===== config.mk =====
export PLATFORM = sky130hd
export DESIGN_NAME = mem_access_unit
export DESIGN_NICKNAME = d
export VERILOG_FILES = /design/src/rtl/mem_pkg.sv /design/src/rtl/mem_lane_align.sv /design/src/rtl/mem_access_unit.sv
export SDC_FILE = /design/constraint.sdc
export NUM_CORES = 1
export LEC_CHECK = 0
export BUFFER_PORTS_ARGS = -buffer_cell sky130_fd_sc_hd__buf_2
export CAP_MARGIN = 20
export CORE_ASPECT_RATIO = 1.25
export CORE_MARGIN = 3
export CORE_UTILIZATION = 49
export CTS_CLUSTER_SIZE = 8
export DETAILED_ROUTE_END_ITERATION = 16
export PLACE_DENSITY = 0.8
export SLEW_MARGIN = 5
export SYNTH_ARGS = -nofsm -noshare
export SYNTH_HDL_FRONTEND = slang
export SYNTH_SLANG_ARGS = --single-unit
export TNS_END_PERCENT = 10

===== constraint.sdc =====
create_clock -name clk -period 4 [get_ports clk]
set_input_delay 0.8 -clock clk [delete_from_list [all_inputs] [get_ports clk]]
set_output_delay 0.8 -clock clk [all_outputs]
set_load 0.005 [all_outputs]

===== src/rtl/mem_pkg.sv =====
// Shared encodings for the MEM-stage load/store unit.
// Size codes, FSM states and the byte-mask helper.
package mem_pkg;

  localparam logic [1:0] SZ_B = 2'd0;
  localparam logic [1:0] SZ_H = 2'd1;
  localparam logic [1:0] SZ_W = 2'd2;
  localparam logic [1:0] SZ_D = 2'd3;

  typedef enum logic [1:0] {
    IDLE  = 2'd0,
    ISSUE = 2'd1,
    RESP  = 2'd2
  } state_e;

  function automatic logic [7:0] size_mask(input logic [1:0] sz);
    logic [7:0] m;
    unique case (sz)
      SZ_B:    m = 8'h01;
      SZ_H:    m = 8'h03;
      SZ_W:    m = 8'h0F;
      default: m = 8'hFF;
    endcase
    return m;
  endfunction

endpackage


===== src/rtl/mem_lane_align.sv =====
// Combinational lane steering: store replicate / byte enables,
// load shift and sign/zero extension.
module mem_lane_align
  import mem_pkg::*;
#(
  parameter  int DATA_W = 32,
  localparam int NB     = DATA_W / 8,
  localparam int LB     = $clog2(NB)
) (
  input  logic [1:0]        size_i,
  input  logic [LB-1:0]     lane_i,
  input  logic              unsigned_i,
  input  logic [DATA_W-1:0] wdata_i,
  input  logic [DATA_W-1:0] rdata_i,
  output logic [NB-1:0]     be_o,
  output logic [DATA_W-1:0] wdata_o,
  output logic [DATA_W-1:0] rdata_o
);

  logic [DATA_W-1:0] sh;
  logic [DATA_W-1:0] keep;
  logic              sign;

  always_comb begin
    be_o = NB'(size_mask(size_i)) << lane_i;
    sh   = rdata_i >> {lane_i, 3'b000};
    unique case (size_i)
      SZ_B: begin
        wdata_o = {NB{wdata_i[7:0]}};
        keep    = DATA_W'(8'hFF);
        sign    = sh[7];
      end
      SZ_H: begin
        wdata_o = {(NB/2){wdata_i[15:0]}};
        keep    = DATA_W'(16'hFFFF);
        sign    = sh[15];
      end
      SZ_W: begin
        wdata_o = {(NB/4){wdata_i[31:0]}};
        keep    = DATA_W'(32'hFFFF_FFFF);
        sign    = sh[31];
      end
      default: begin
        wdata_o = wdata_i;
        keep    = '1;
        sign    = sh[DATA_W-1];
      end
    endcase
    rdata_o = (sh & keep)
            | (~keep & {DATA_W{sign & ~unsigned_i}});
  end

endmodule


===== src/rtl/mem_access_unit.sv =====
// MEM-stage load/store unit: req/ack memory port, stall, timeout.
// Optional MEM_ALIGN_CHECK_EN rejects misaligned accesses.
module mem_access_unit
  import mem_pkg::*;
#(
  parameter  int ADDR_W      = 32,
  parameter  int DATA_W      = 32,
  parameter  int TIMEOUT_CYC = 255,
  localparam int NB          = DATA_W / 8,
  localparam int LB          = $clog2(NB),
  localparam int CW          = $clog2(TIMEOUT_CYC + 1)
) (
  input  logic              clk,
  input  logic              rst,
  input  logic              req_valid,
  output logic              req_ready,
  input  logic              req_load,
  input  logic              req_store,
  input  logic [1:0]        req_size,
  input  logic              req_unsigned,
  input  logic [ADDR_W-1:0] req_addr,
  input  logic [DATA_W-1:0] req_wdata,
  output logic              resp_valid,
  output logic [DATA_W-1:0] resp_rdata,
  output logic              resp_err,
  output logic              stall,
  output logic              mem_req,
  output logic              mem_we,
  output logic [NB-1:0]     mem_be,
  output logic [ADDR_W-1:0] mem_addr,
  output logic [DATA_W-1:0] mem_wdata,
  input  logic              mem_ack,
  input  logic [DATA_W-1:0] mem_rdata
);

  state_e            state_q;
  logic [CW-1:0]     cnt_q;
  logic [CW-1:0]     cnt_d;
  logic              load_q;
  logic [1:0]        size_q;
  logic              uns_q;
  logic [LB-1:0]     lane_q;
  logic              ready_q;
  logic              rv_q;
  logic              err_q;
  logic [DATA_W-1:0] rdata_q;
  logic              mreq_q;
  logic              we_q;
  logic [NB-1:0]     be_q;
  logic [ADDR_W-1:0] addr_q;
  logic [DATA_W-1:0] wdata_q;

  logic [ADDR_W-1:0] off_mask;
  logic [ADDR_W-1:0] ea;
  logic [LB-1:0]     req_lane;
  logic              illegal;
  logic              nop;
  logic [1:0]        al_size;
  logic [LB-1:0]     al_lane;
  logic [NB-1:0]     al_be;
  logic [DATA_W-1:0] al_wdata;
  logic [DATA_W-1:0] al_rdata;

  // Low offset bits are dropped so an unchecked misaligned access
  // falls back to the naturally aligned container.
  always_comb begin
    off_mask = (ADDR_W'(1) << req_size) - ADDR_W'(1);
    ea       = req_addr & ~off_mask;
    req_lane = ea[LB-1:0];
    illegal  = (req_load & req_store)
             | ((req_size == SZ_D) && (DATA_W == 32));
    nop      = ~req_load & ~req_store;
    al_size  = (state_q == IDLE) ? req_size : size_q;
    al_lane  = (state_q == IDLE) ? req_lane : lane_q;
    cnt_d    = cnt_q + CW'(1);
  end

`ifdef MEM_ALIGN_CHECK_EN
  logic misalign;
  assign misalign = |(req_addr & off_mask);
`endif

  mem_lane_align #(
    .DATA_W (DATA_W)
  ) u_align (
    .size_i     (al_size),
    .lane_i     (al_lane),
    .unsigned_i (uns_q),
    .wdata_i    (req_wdata),
    .rdata_i    (mem_rdata),
    .be_o       (al_be),
    .wdata_o    (al_wdata),
    .rdata_o    (al_rdata)
  );

  always_ff @(posedge clk) begin
    if (rst) begin
      state_q <= IDLE;
      cnt_q   <= '0;
      load_q  <= 1'b0;
      size_q  <= '0;
      uns_q   <= 1'b0;
      lane_q  <= '0;
      ready_q <= 1'b1;
      rv_q    <= 1'b0;
      err_q   <= 1'b0;
      rdata_q <= '0;
      mreq_q  <= 1'b0;
      we_q    <= 1'b0;
      be_q    <= '0;
      addr_q  <= '0;
      wdata_q <= '0;
    end else begin
      unique case (state_q)
        IDLE: begin
          if (req_valid) begin
            load_q  <= req_load;
            size_q  <= req_size;
            uns_q   <= req_unsigned;
            lane_q  <= req_lane;
            ready_q <= 1'b0;
            cnt_q   <= '0;
            if (illegal) begin
              state_q <= RESP;
              rv_q    <= 1'b1;
              err_q   <= 1'b1;
              rdata_q <= '0;
            end else if (nop) begin
              state_q <= RESP;
              rv_q    <= 1'b1;
              err_q   <= 1'b0;
              rdata_q <= '0;
`ifdef MEM_ALIGN_CHECK_EN
            end else if (misalign) begin
              state_q <= RESP;
              rv_q    <= 1'b1;
              err_q   <= 1'b1;
              rdata_q <= '0;
`endif
            end else begin
              state_q <= ISSUE;
              mreq_q  <= 1'b1;
              we_q    <= req_store;
              be_q    <= al_be;
              addr_q  <= ea & ~ADDR_W'(NB - 1);
              wdata_q <= req_store ? al_wdata : '0;
            end
          end
        end
        ISSUE: begin
          if (mem_ack) begin
            state_q <= RESP;
            mreq_q  <= 1'b0;
            rv_q    <= 1'b1;
            err_q   <= 1'b0;
            rdata_q <= load_q ? al_rdata : '0;
          end else if (cnt_d == CW'(TIMEOUT_CYC)) begin
            cnt_q   <= cnt_d;
            state_q <= RESP;
            mreq_q  <= 1'b0;
            rv_q    <= 1'b1;
            err_q   <= 1'b1;
            rdata_q <= '0;
          end else begin
            cnt_q <= cnt_d;
          end
        end
        RESP: begin
          state_q <= IDLE;
          ready_q <= 1'b1;
          rv_q    <= 1'b0;
          err_q   <= 1'b0;
          rdata_q <= '0;
        end
        default: begin
          state_q <= IDLE;
          ready_q <= 1'b1;
          mreq_q  <= 1'b0;
          rv_q    <= 1'b0;
        end
      endcase
    end
  end

  assign req_ready  = ready_q;
  assign stall      = ~ready_q;
  assign resp_valid = rv_q;
  assign resp_err   = err_q;
  assign resp_rdata = rdata_q;
  assign mem_req    = mreq_q;
  assign mem_we     = we_q;
  assign mem_be     = be_q;
  assign mem_addr   = addr_q;
  assign mem_wdata  = wdata_q;

endmodule


==> results of run 1 <==
## area by class of cell
cell class / count / area (sq um) / share of cell area [%]
Clock buffer: 20 / 457 / 6.37
Sequential cell: 119 / 2380 / 33.2
Clock inverter: 12 / 149 / 2.08
Antenna cell: 1 / 2.50 / 0.0349
Inverter: 9 / 33.8 / 0.471
Multi-Input combinational cell: 517 / 2850 / 39.8
Tap cell: 132 / 165 / 2.30
Timing Repair Buffer: 220 / 1130 / 15.8
## metrics by stage
| step | util [%] | setup WS [ns] | hold WS [ns] | instance area, sq um |
|---|---|---|---|---|
| floorplan | - | 0.925 | 0.437 | 5450 |
| global placement | 61.2 | 0.510 | 0.436 | 6560 |
| detailed placement | 61.2 | 0.469 | 0.441 | 6560 |
| CTS | 66.9 | 0.785 | 0.449 | 7170 |
| global route | 66.9 | 0.531 | 0.463 | 7170 |
| finish | 66.9 | 0.784 | 0.447 | 7170 |
## layer usage
layer  up-vias  track usage [%]  wire, um
met3        34             5.10      1000
met5         -                0         0
li1       2813                -         -
met1      2622             31.7      6650
met4         0             11.0       453
met2       224             42.6      8100
## kinds of logic after synthesis
group / share of synthesized area [%]
AO/OA/AOI/OAI: 24.6
multiplexers: 1.88
adder cells (fa/ha/maj): 1.61
flip-flops: 43.7
other: 0.0689
buffers and inverters: 4.34
XOR/XNOR: 0.643
AND/OR/NAND/NOR: 23.2
## flip-flops by register name, indices dropped and copies added (netlist names)
| signal | flops |
|---|---|
| cnt_q | 8 |
| lane_q | 2 |
| load_q | 1 |
| mem_addr | 30 |
| mem_be | 4 |
| mem_req | 1 |
| mem_wdata | 32 |
| mem_we | 1 |
| req_ready | 1 |
| resp_err | 1 |
| resp_rdata | 32 |
| resp_valid | 1 |
| size_q | 2 |
| state_q | 2 |
| uns_q | 1 |
## power by group through the flow
stage,Combinational [uW],Clock [uW],Sequential (uW)
2_1_floorplan,320,0,1280
3_5_place_dp,519,0,1280
4_1_cts,523,1570,1260
6_report,525,1550,1260
5_1_grt,586,1620,1260
3_3_place_gp,518,0,1280
## Yosys cell counts, types with 2 or more instances
master / n
nand2_1: 127
dfxtp_1: 119
nor2_1: 91
a21oi_1: 88
clkbuf_1: 35
nand3_1: 33
o21ai_0: 23
a22oi_1: 18
a211oi_1: 10
o22ai_1: 10
a211o_1: 9
o21ai_1: 9
a221o_1: 8
inv_1: 8
mux2i_1: 8
ha_1: 7
o2bb2ai_1: 7
buf_2: 6
nand2b_1: 6
nor3_1: 6
a21o_1: 4
and2_1: 3
and3_1: 3
buf_4: 3
nand4_1: 3
or3_1: 3
xnor2_1: 3
a2111oi_4: 2
a311oi_1: 2
buf_1: 2
nand3b_1: 2
nor2_2: 2
nor2b_1: 2
o211ai_1: 2
o311ai_0: 2
## worst max-delay path by stage
stage	start	end	slack (ns)	cells after the start
floorplan	req_size[1]	resp_rdata[16]	0.92	10
global placement	req_size[1]	resp_rdata[27]	0.51	10
detailed placement	req_size[1]	resp_rdata[25]	0.47	10
CTS	state_q[0]	resp_rdata[31]	0.78	8
global route	state_q[0]	resp_rdata[29]	0.53	8
finish	state_q[0]	resp_rdata[31]	0.78	8
## cell usage in the layout (no fill, tap or decap), types with 3 or more instances in the layout
| master | count |
|---|---|
| buf_2 | 208 |
| nand2_1 | 126 |
| dfxtp_1 | 119 |
| nor2_1 | 91 |
| a21oi_1 | 88 |
| nand3_1 | 33 |
| o21ai_0 | 23 |
| a22oi_1 | 18 |
| clkbuf_16 | 17 |
| buf_4 | 12 |
| a211oi_1 | 10 |
| o22ai_1 | 10 |
| o21ai_1 | 9 |
| a211o_1 | 9 |
| inv_1 | 8 |
| a221o_1 | 8 |
| o2bb2ai_1 | 7 |
| mux2i_1 | 7 |
| ha_1 | 7 |
| nand2b_1 | 6 |
| nor3_1 | 5 |
| a21o_1 | 4 |
| clkinv_2 | 4 |
| clkinvlp_4 | 4 |
| and2_1 | 3 |
| xnor2_1 | 3 |
| and3_1 | 3 |
| nand4_1 | 3 |
| or3_1 | 3 |
| bufinv_16 | 3 |
## worst reg2reg max path: cells and delay by family (launching register included)
kind | cells | cell delay [ns]
AOI/OAI and AO/OA | 5 | 1.77
adders and majority gates | 1 | 0.72
buffers and inverters | 1 | 0.11
DFF | 1 | 0.34
and+or+nand+nor | 1 | 0.23
==> impl_metrics.ini, run 1 <==
[detailed_routing]
drt_pass1_iterations = 5
vias_per_cell = 5.53
drt_iter0_markers = 338
num_vias = 5693
wire_per_inst_um = 15.7
drcViolationCount = 0
wirelength_um = 16200
ant_nets = 0

[clock_tree]
root_buffer = clkbuf_16
postCtsSetupBuffers = 0
cts_tree = done
clk_latency_ns = 0.42
htree_levels = 4
post_cts_resized = 0
cts_hold_repair.buffers = 0
clk_pin_slew_worst_paths_ns = 0.06
clockBufferDepth = 2
clock-sinks = 119
numCtsBuffers = 17

[timing]
grt_setup_unrepaired = false
finalCriticalPeriod_ns = 3.22
finalHoldViolations = 0
timing.setup.tns_ns = 0
worstMarginPinSlew_ns = 0.954
setup_viol = 0
slew_headroom_pct = 36.4
clock.fmax_ghz = 0.311
fin_crit_sh_pct = 80.4
slew_violations = 0
skew_ns = 0.0177

[critical_path]
r2r_cells = 8
crit_buf_inv = 1
end_kind = flop
path_cells = inv_1, ha_1, nand4bb_4, a211oi_4, a21o_1, o21bai_1, a2111oi_4, a221o_1
cpPeakStageDelay_ns = 0.79
regToRegSetupSlack_ns = 0.78
r2r_start = state_q[0]
start_kind = flop
cp.required_ns = 4.36
cp.arrival_ns = 3.58
path_delay_family = compound AO/OA/AOI/OAI gates
worst_r2r_endpoint = resp_rdata[31]
path_max_fanout = 25
worstSetupPathType = reg2reg
cpMaxStageDelayCell = a2111oi_4

[worst_hold_path]
hold_path_class = reg2reg
holdPathStages = 2
hold_end = mem_addr[10]
hp-start = mem_addr[10]

[final_layout]
area_growth_pct = 31.7
layout.nets = 996
instances_no_fill = 1030
nFillCells = 966
drive_above_1_share_pct = 29.9

[synthesis]
synth_edf_count = 0
seq_area_frac_synth_pct = 43.7
synthCells = 691
ys_types = 60
ys_seq_elements = 119
syn-mean-instance-area_sq_um = 7.88
syn_area_sq_um = 5450
synth_top_cell_by_area = dfxtp_1
synthFlopType = dfxtp_1
synth-async-reset-ratio_pct = 0
ys_top_cells_by_area = dfxtp_1, nand2_1, a21oi_1
yosys_warnings = 0
synth_top_area_share_pct = 43.7

[pwr]
pwr-share-comb_pct = 15.8
swShare_pct = 26.9
p_int_uw = 2430
finalPower_uw = 3330
powerDensity_nw_per_um2 = 464
leakagePower_uw = 0.00333
seqPwrFrac_pct = 37.8
p_sw_uw = 893
p_clk_share_pct = 46.5
peakVddDrop_v = 0.000273

[floorplan]
start_util_pct = 50.8
core-area_sq_um = 10700
dieArea_sq_um = 12400
die_y_um = 124
row_count = 42
io_pins = 211
fp.dieW_um = 100

[grt]
grt_max_degree = 92
grt_pass1_wl_um = 25100
grt_usage_pct = 25.4
antenna_found_initial = 1
first_global_vias = 5172
grt_overflow_total = 0

[place]
dp_cells = 997
io_buffer_count = 208
gp_congestion = 0.894
hpwlAfterDp_um = 11600

[outcome]
status = finished, final reports clean

[flow_run]
maxCapViolCount = 0
No activity file was read; power rests on OpenSTA's default activity.
==> run 2: changes to the inputs <==
==> constraint.sdc (replaced) <==
create_clock -name clk -period 3.3 [get_ports clk]
set_input_delay 0.66 -clock clk [delete_from_list [all_inputs] [get_ports clk]]
set_output_delay 0.66 -clock clk [all_outputs]
set_load 0.005 [all_outputs]
==> run 2 against run 1 <==
Effect of this change:
- sequential share of layout area decreased by 0.20 points
- highest routed layer unchanged
- critical path depth increased by 2
- register-to-register slack got worse by 0.34 ns
- combinational power increased by 24%
- flip-flop and latch count unchanged
- non-clock buffer count increased by 4
- clock power increased by 23%
- global-route usage increased by 0.29 points
- routed wire length increased by 1.8%
- utilization increased by 0.40 points
- final cell count increased by 0.29%
- final area increased by 0.59%
==> impl_metrics.ini, run 2 (synthesis results as in run 1) <==
[outcome]
status = finished, final reports clean

[floorplan]
core-area_sq_um = 10700
dieArea_sq_um = 12400
row_count = 42
start_util_pct = 50.8
fp.dieW_um = 100
die_y_um = 124
io_pins = 211

[detailed_routing]
drt_pass1_iterations = 5
wire_per_inst_um = 16.0
wirelength_um = 16500
drcViolationCount = 0
vias_per_cell = 5.54
num_vias = 5723
ant_nets = 0
drt_iter0_markers = 332

[clock_tree]
postCtsSetupBuffers = 0
root_buffer = clkbuf_16
clockBufferDepth = 2
clk_latency_ns = 0.41
htree_levels = 4
numCtsBuffers = 17
clock-sinks = 119
cts_hold_repair.buffers = 0
cts_tree = done
clk_pin_slew_worst_paths_ns = 0.06
post_cts_resized = 0

[final_layout]
multi_input_area_sq_um = 2850
fin_util_pct = 67.3
layout_common_cells = buf_2, nand2_1, dfxtp_1, nor2_1, a21oi_1
instances_no_fill = 1033
seq_area_sq_um = 2380
layout_commonest_cell = buf_2
layout.nets = 1000
n_antenna_cell = 0
drive_above_1_share_pct = 30.2
area_growth_pct = 32.5
nFillCells = 947

[grt]
antenna_found_initial = 0
first_global_vias = 5196
grt_pass1_wl_um = 25500
grt_overflow_total = 0
grt_usage_pct = 25.7
grt_max_degree = 92

[place]
dp_cells = 1000
hpwlAfterDp_um = 11700
gp_congestion = 0.900
io_buffer_count = 208

[timing]
slew_headroom_pct = 34.2
timing.setup.tns_ns = 0
setup_viol = 0
slew_violations = 0
fin_crit_sh_pct = 86.4
finalCriticalPeriod_ns = 2.85
finalHoldViolations = 0
clock.fmax_ghz = 0.351
skew_ns = 0.00949
holdWs_ns = 0.446
grt_setup_unrepaired = false
worstMarginPinSlew_ns = 0.987

[pwr]
p_sw_uw = 1120
swShare_pct = 27.5
seqPwrFrac_pct = 37.4
pwr-share-comb_pct = 16.0
leakagePower_uw = 0.00336
powerDensity_nw_per_um2 = 564
peakVddDrop_v = 0.000351
p_int_uw = 2950
p_clk_share_pct = 46.6

[critical_path]
path_max_fanout = 16
start_kind = input pin
worstSetupPathType = in2reg
cp.required_ns = 3.65
cp.arrival_ns = 3.20
end_kind = flop

[worst_hold_path]
hold_path_class = reg2reg

[flow_run]
maxCapViolCount = 0
run 2: changes by cell type in the layout (fill, tap and decap cells not counted), sizes merged:
cell      previous run  this run
buf                220       224
diode                1         0
clkinvlp             4         3
inv                  9        11
clkbuf              20        19
run 2: layout make-up:
type,instances,share of cell area (%)
multi-input cells,517,39.5
flip-flops and latches,119,33.0
repair buffers,224,16.2
clock buffers,19,6.14
clock inverters,13,2.36
well taps,132,2.29
inverters,9,0.468
run 2: layer usage:
| layer | wire length, um | global-route usage [%] | up-vias |
|---|---|---|---|
| met3 | 957 | 5.99 | 41 |
| met4 | 509 | 11.7 | 0 |
| met2 | 8200 | 42.3 | 208 |
| met5 | 0 | 0 | - |
| li1 | - | - | 2812 |
| met1 | 6830 | 31.9 | 2662 |
run 2: power groups by stage:
stage               Sequential, uW  Clock [uW]  Combinational, uW
global placement              1550           0                628
detailed placement            1550           0                633
CTS                           1520        1930                642
floorplan                     1550           0                388
finish                        1520        1900                650
global route                  1530        1990                718
run 2: metrics by stage:
stage	cell area, sq um	setup WS, ns	power (uW)
after floorplan	5450	0.365	1940
after global placement	6590	0.123	2180
after detailed placement	6590	0.0671	2180
after CTS	7200	0.488	4090
after global routing	7210	0.281	4240
final	7210	0.449	4070
run 2: final timing paths:
kind,from,to,slack [ns],depth (start not counted)
min,mem_be[2],mem_be[2],0.45,2
max,req_size[1],resp_rdata[30],0.45,10
min reg2reg,mem_be[2],mem_be[2],0.45,2
max reg2reg,state_q[0],resp_rdata[30],0.45,8
run 2: critical path, stage by stage:
cell	delay, ns
buf_2	0.14
nor2_1	0.22
inv_1	0.07
ha_1	0.31
and3_1	0.26
o21ai_0	0.15
a21oi_1	0.21
o21bai_1	0.15
a2111oi_4	0.80
a221o_1	0.21
==> run 3: changes to the inputs <==
==> constraint.sdc (replaced) <==
create_clock -name clk -period 3.3 [get_ports clk]
set_input_delay 0 -clock clk [delete_from_list [all_inputs] [get_ports clk]]
set_output_delay 0 -clock clk [all_outputs]
set_load 0.005 [all_outputs]
==> run 3 against run 2 <==
Effect of this change:
- final area rose by 12%
- critical path type is now reg2reg
- power increased by 2.4%
- fmax decreased by 8.4%
- die area unchanged
- final cell count is 8.0% higher
- clock power barely moved
- critical endpoint is now resp_rdata[27]
==> impl_metrics.ini, run 3 (synthesis results as in run 1) <==
[place]
hpwlAfterDp_um = 11900
dp_cells = 997
gp_congestion = 0.845
preCtsSetupSlack_ns = 0.346
io_buffer_count = 208

[pwr]
p_int_uw = 3020
peakVddDrop_v = 0.000417
leakagePower_uw = 0.00371
seqPwrFrac_pct = 36.6
p_clk_share_pct = 45.3
powerDensity_nw_per_um2 = 517
swShare_pct = 27.4
p_sw_uw = 1140
pwr-share-comb_pct = 18.1

[floorplan]
core-area_sq_um = 10700
row_count = 42
dieArea_sq_um = 12400
fp.dieW_um = 100
die_y_um = 124
start_util_pct = 50.8
io_pins = 211

[grt]
grt_use_met1_pct = 35.4
first_global_vias = 6112
grt_max_degree = 92
antenna_found_initial = 0
grtUsageMet3_pct = 8.35
grt_pass1_wl_um = 30100
use_met2_pct = 51.2
grt.busiest_layer = met2
grt_overflow_total = 0
grt_usage_pct = 30.5

[detailed_routing]
drt_iter0_markers = 613
vias_per_cell = 5.69
ant_nets = 0
num_vias = 6353
wire_per_inst_um = 17.6
wirelength_um = 19600
drcViolationCount = 0
drt_pass1_iterations = 6

[final_layout]
drive_above_1_share_pct = 27.4
instances_no_fill = 1116
layout_common_cells = buf_2, nand2_1, dfxtp_1, nor2_1, a21oi_1
layout_commonest_cell = buf_2
n_antenna_cell = 0
nFillCells = 782
area_growth_pct = 47.9
layout.nets = 1083

[critical_path]
path_cells = inv_1, ha_1, nand2b_1, nand2_1, buf_4, o21ai_1, a2111oi_4, a221o_1
cp.arrival_ns = 3.46
path_max_fanout = 17
cp.required_ns = 3.64
end_kind = flop
cpPeakStageDelay_ns = 0.93
worstSetupPathType = reg2reg
start_kind = flop
cpMaxStageDelayCell = a2111oi_4

[clock_tree]
root_buffer = clkbuf_16
clk_pin_slew_worst_paths_ns = 0.06
cts_tree = done
htree_levels = 4
clk_latency_ns = 0.42
post_cts_resized = 0
clockBufferDepth = 2
numCtsBuffers = 17
clock-sinks = 119

[timing]
fin_crit_sh_pct = 94.3
fin_ws_ns = 0.187
slew_violations = 0
skew_ns = 0.0116
worstMarginPinSlew_ns = 1.01
clock.fmax_ghz = 0.321
finalCriticalPeriod_ns = 3.11
holdWs_ns = 0.0354
finalHoldViolations = 0
slew_headroom_pct = 32.8
timing.setup.tns_ns = 0
grt_setup_unrepaired = false
setup_viol = 0

[outcome]
status = finished, final reports clean

[worst_hold_path]
hold_path_class = in2reg

[flow_run]
maxCapViolCount = 0
run 3: cell types whose count changed in the layout (fill, tap and decap cells not counted):
cell / before / now
buf_4: 15 / 12
clkbuf_8: 1 / 2
dlygate4sd3_1: 0 / 85
clkinv_2: 1 / 4
inv_6: 3 / 0
buf_8: 1 / 0
clkinvlp_4: 3 / 2
buf_6: 0 / 1
buf_12: 0 / 1
run 3: cell type report:
| type | count | area (sq um) | area share (%) |
|---|---|---|---|
| inverters | 9 | 33.8 | 0.419 |
| repair buffers | 307 | 2010 | 25.0 |
| clock buffers | 20 | 457 | 5.67 |
| well taps | 132 | 165 | 2.05 |
| clock inverters | 12 | 151 | 1.88 |
| flip-flops and latches | 119 | 2380 | 29.6 |
| multi-input cells | 517 | 2850 | 35.4 |
run 3: metal layers:
| metal | vias up | part of all wire, % | routed length (um) |
|---|---|---|---|
| met5 | - | 0 | 0 |
| met4 | 0 | 5.5 | 1080 |
| met3 | 98 | 7.2 | 1420 |
| met2 | 347 | 50 | 9710 |
| met1 | 2924 | 38 | 7390 |
| li1 | 2984 | - | - |
run 3: repair_timing:
item                       4_1_cts  5_1_grt
setup endpoints to repair        0        1
buffers inserted                 0        0
hold endpoints to repair        84        0
hold buffers                    85        0
run 3: power groups by stage:
stage | sequential (uW) | combinational (uW) | clock [uW]
floorplan | 1550 | 388 | 0
global placement | 1550 | 626 | 0
detailed placement | 1550 | 631 | 0
CTS | 1520 | 717 | 1890
global route | 1530 | 816 | 1990
finish | 1530 | 752 | 1890
run 3: critical path, delay by kind of cell, from the launching register on:
| kind | cells | cell delay (ns) |
|---|---|---|
| DFF | 1 | 0.38 |
| and+or+nand+nor | 2 | 0.53 |
| adders and majority gates | 1 | 0.41 |
| AOI/OAI and AO/OA | 3 | 1.38 |
| buffers and inverters | 2 | 0.33 |
run 3: final timing paths:
| path | from | to | slack (ns) | cells after the start |
|---|---|---|---|---|
| worst max-delay path | state_q[0] | resp_rdata[27] | 0.19 | 8 |
| worst min-delay path | mem_ack | resp_rdata[7] | 0.04 | 4 |
| worst max register to register | state_q[0] | resp_rdata[27] | 0.19 | 8 |
| worst min register to register | mem_addr[6] | mem_addr[6] | 0.45 | 2 |
run 3: per-stage QoR:
step | total power, uW | cell area, sq um | utilization (%)
floorplan | 1940 | 5450 | -
detailed placement | 2180 | 6580 | 61.3
CTS | 4130 | 8040 | 75.0
global placement | 2180 | 6580 | 61.3
finish | 4170 | 8050 | 75.1
global route | 4340 | 8050 | 75.1
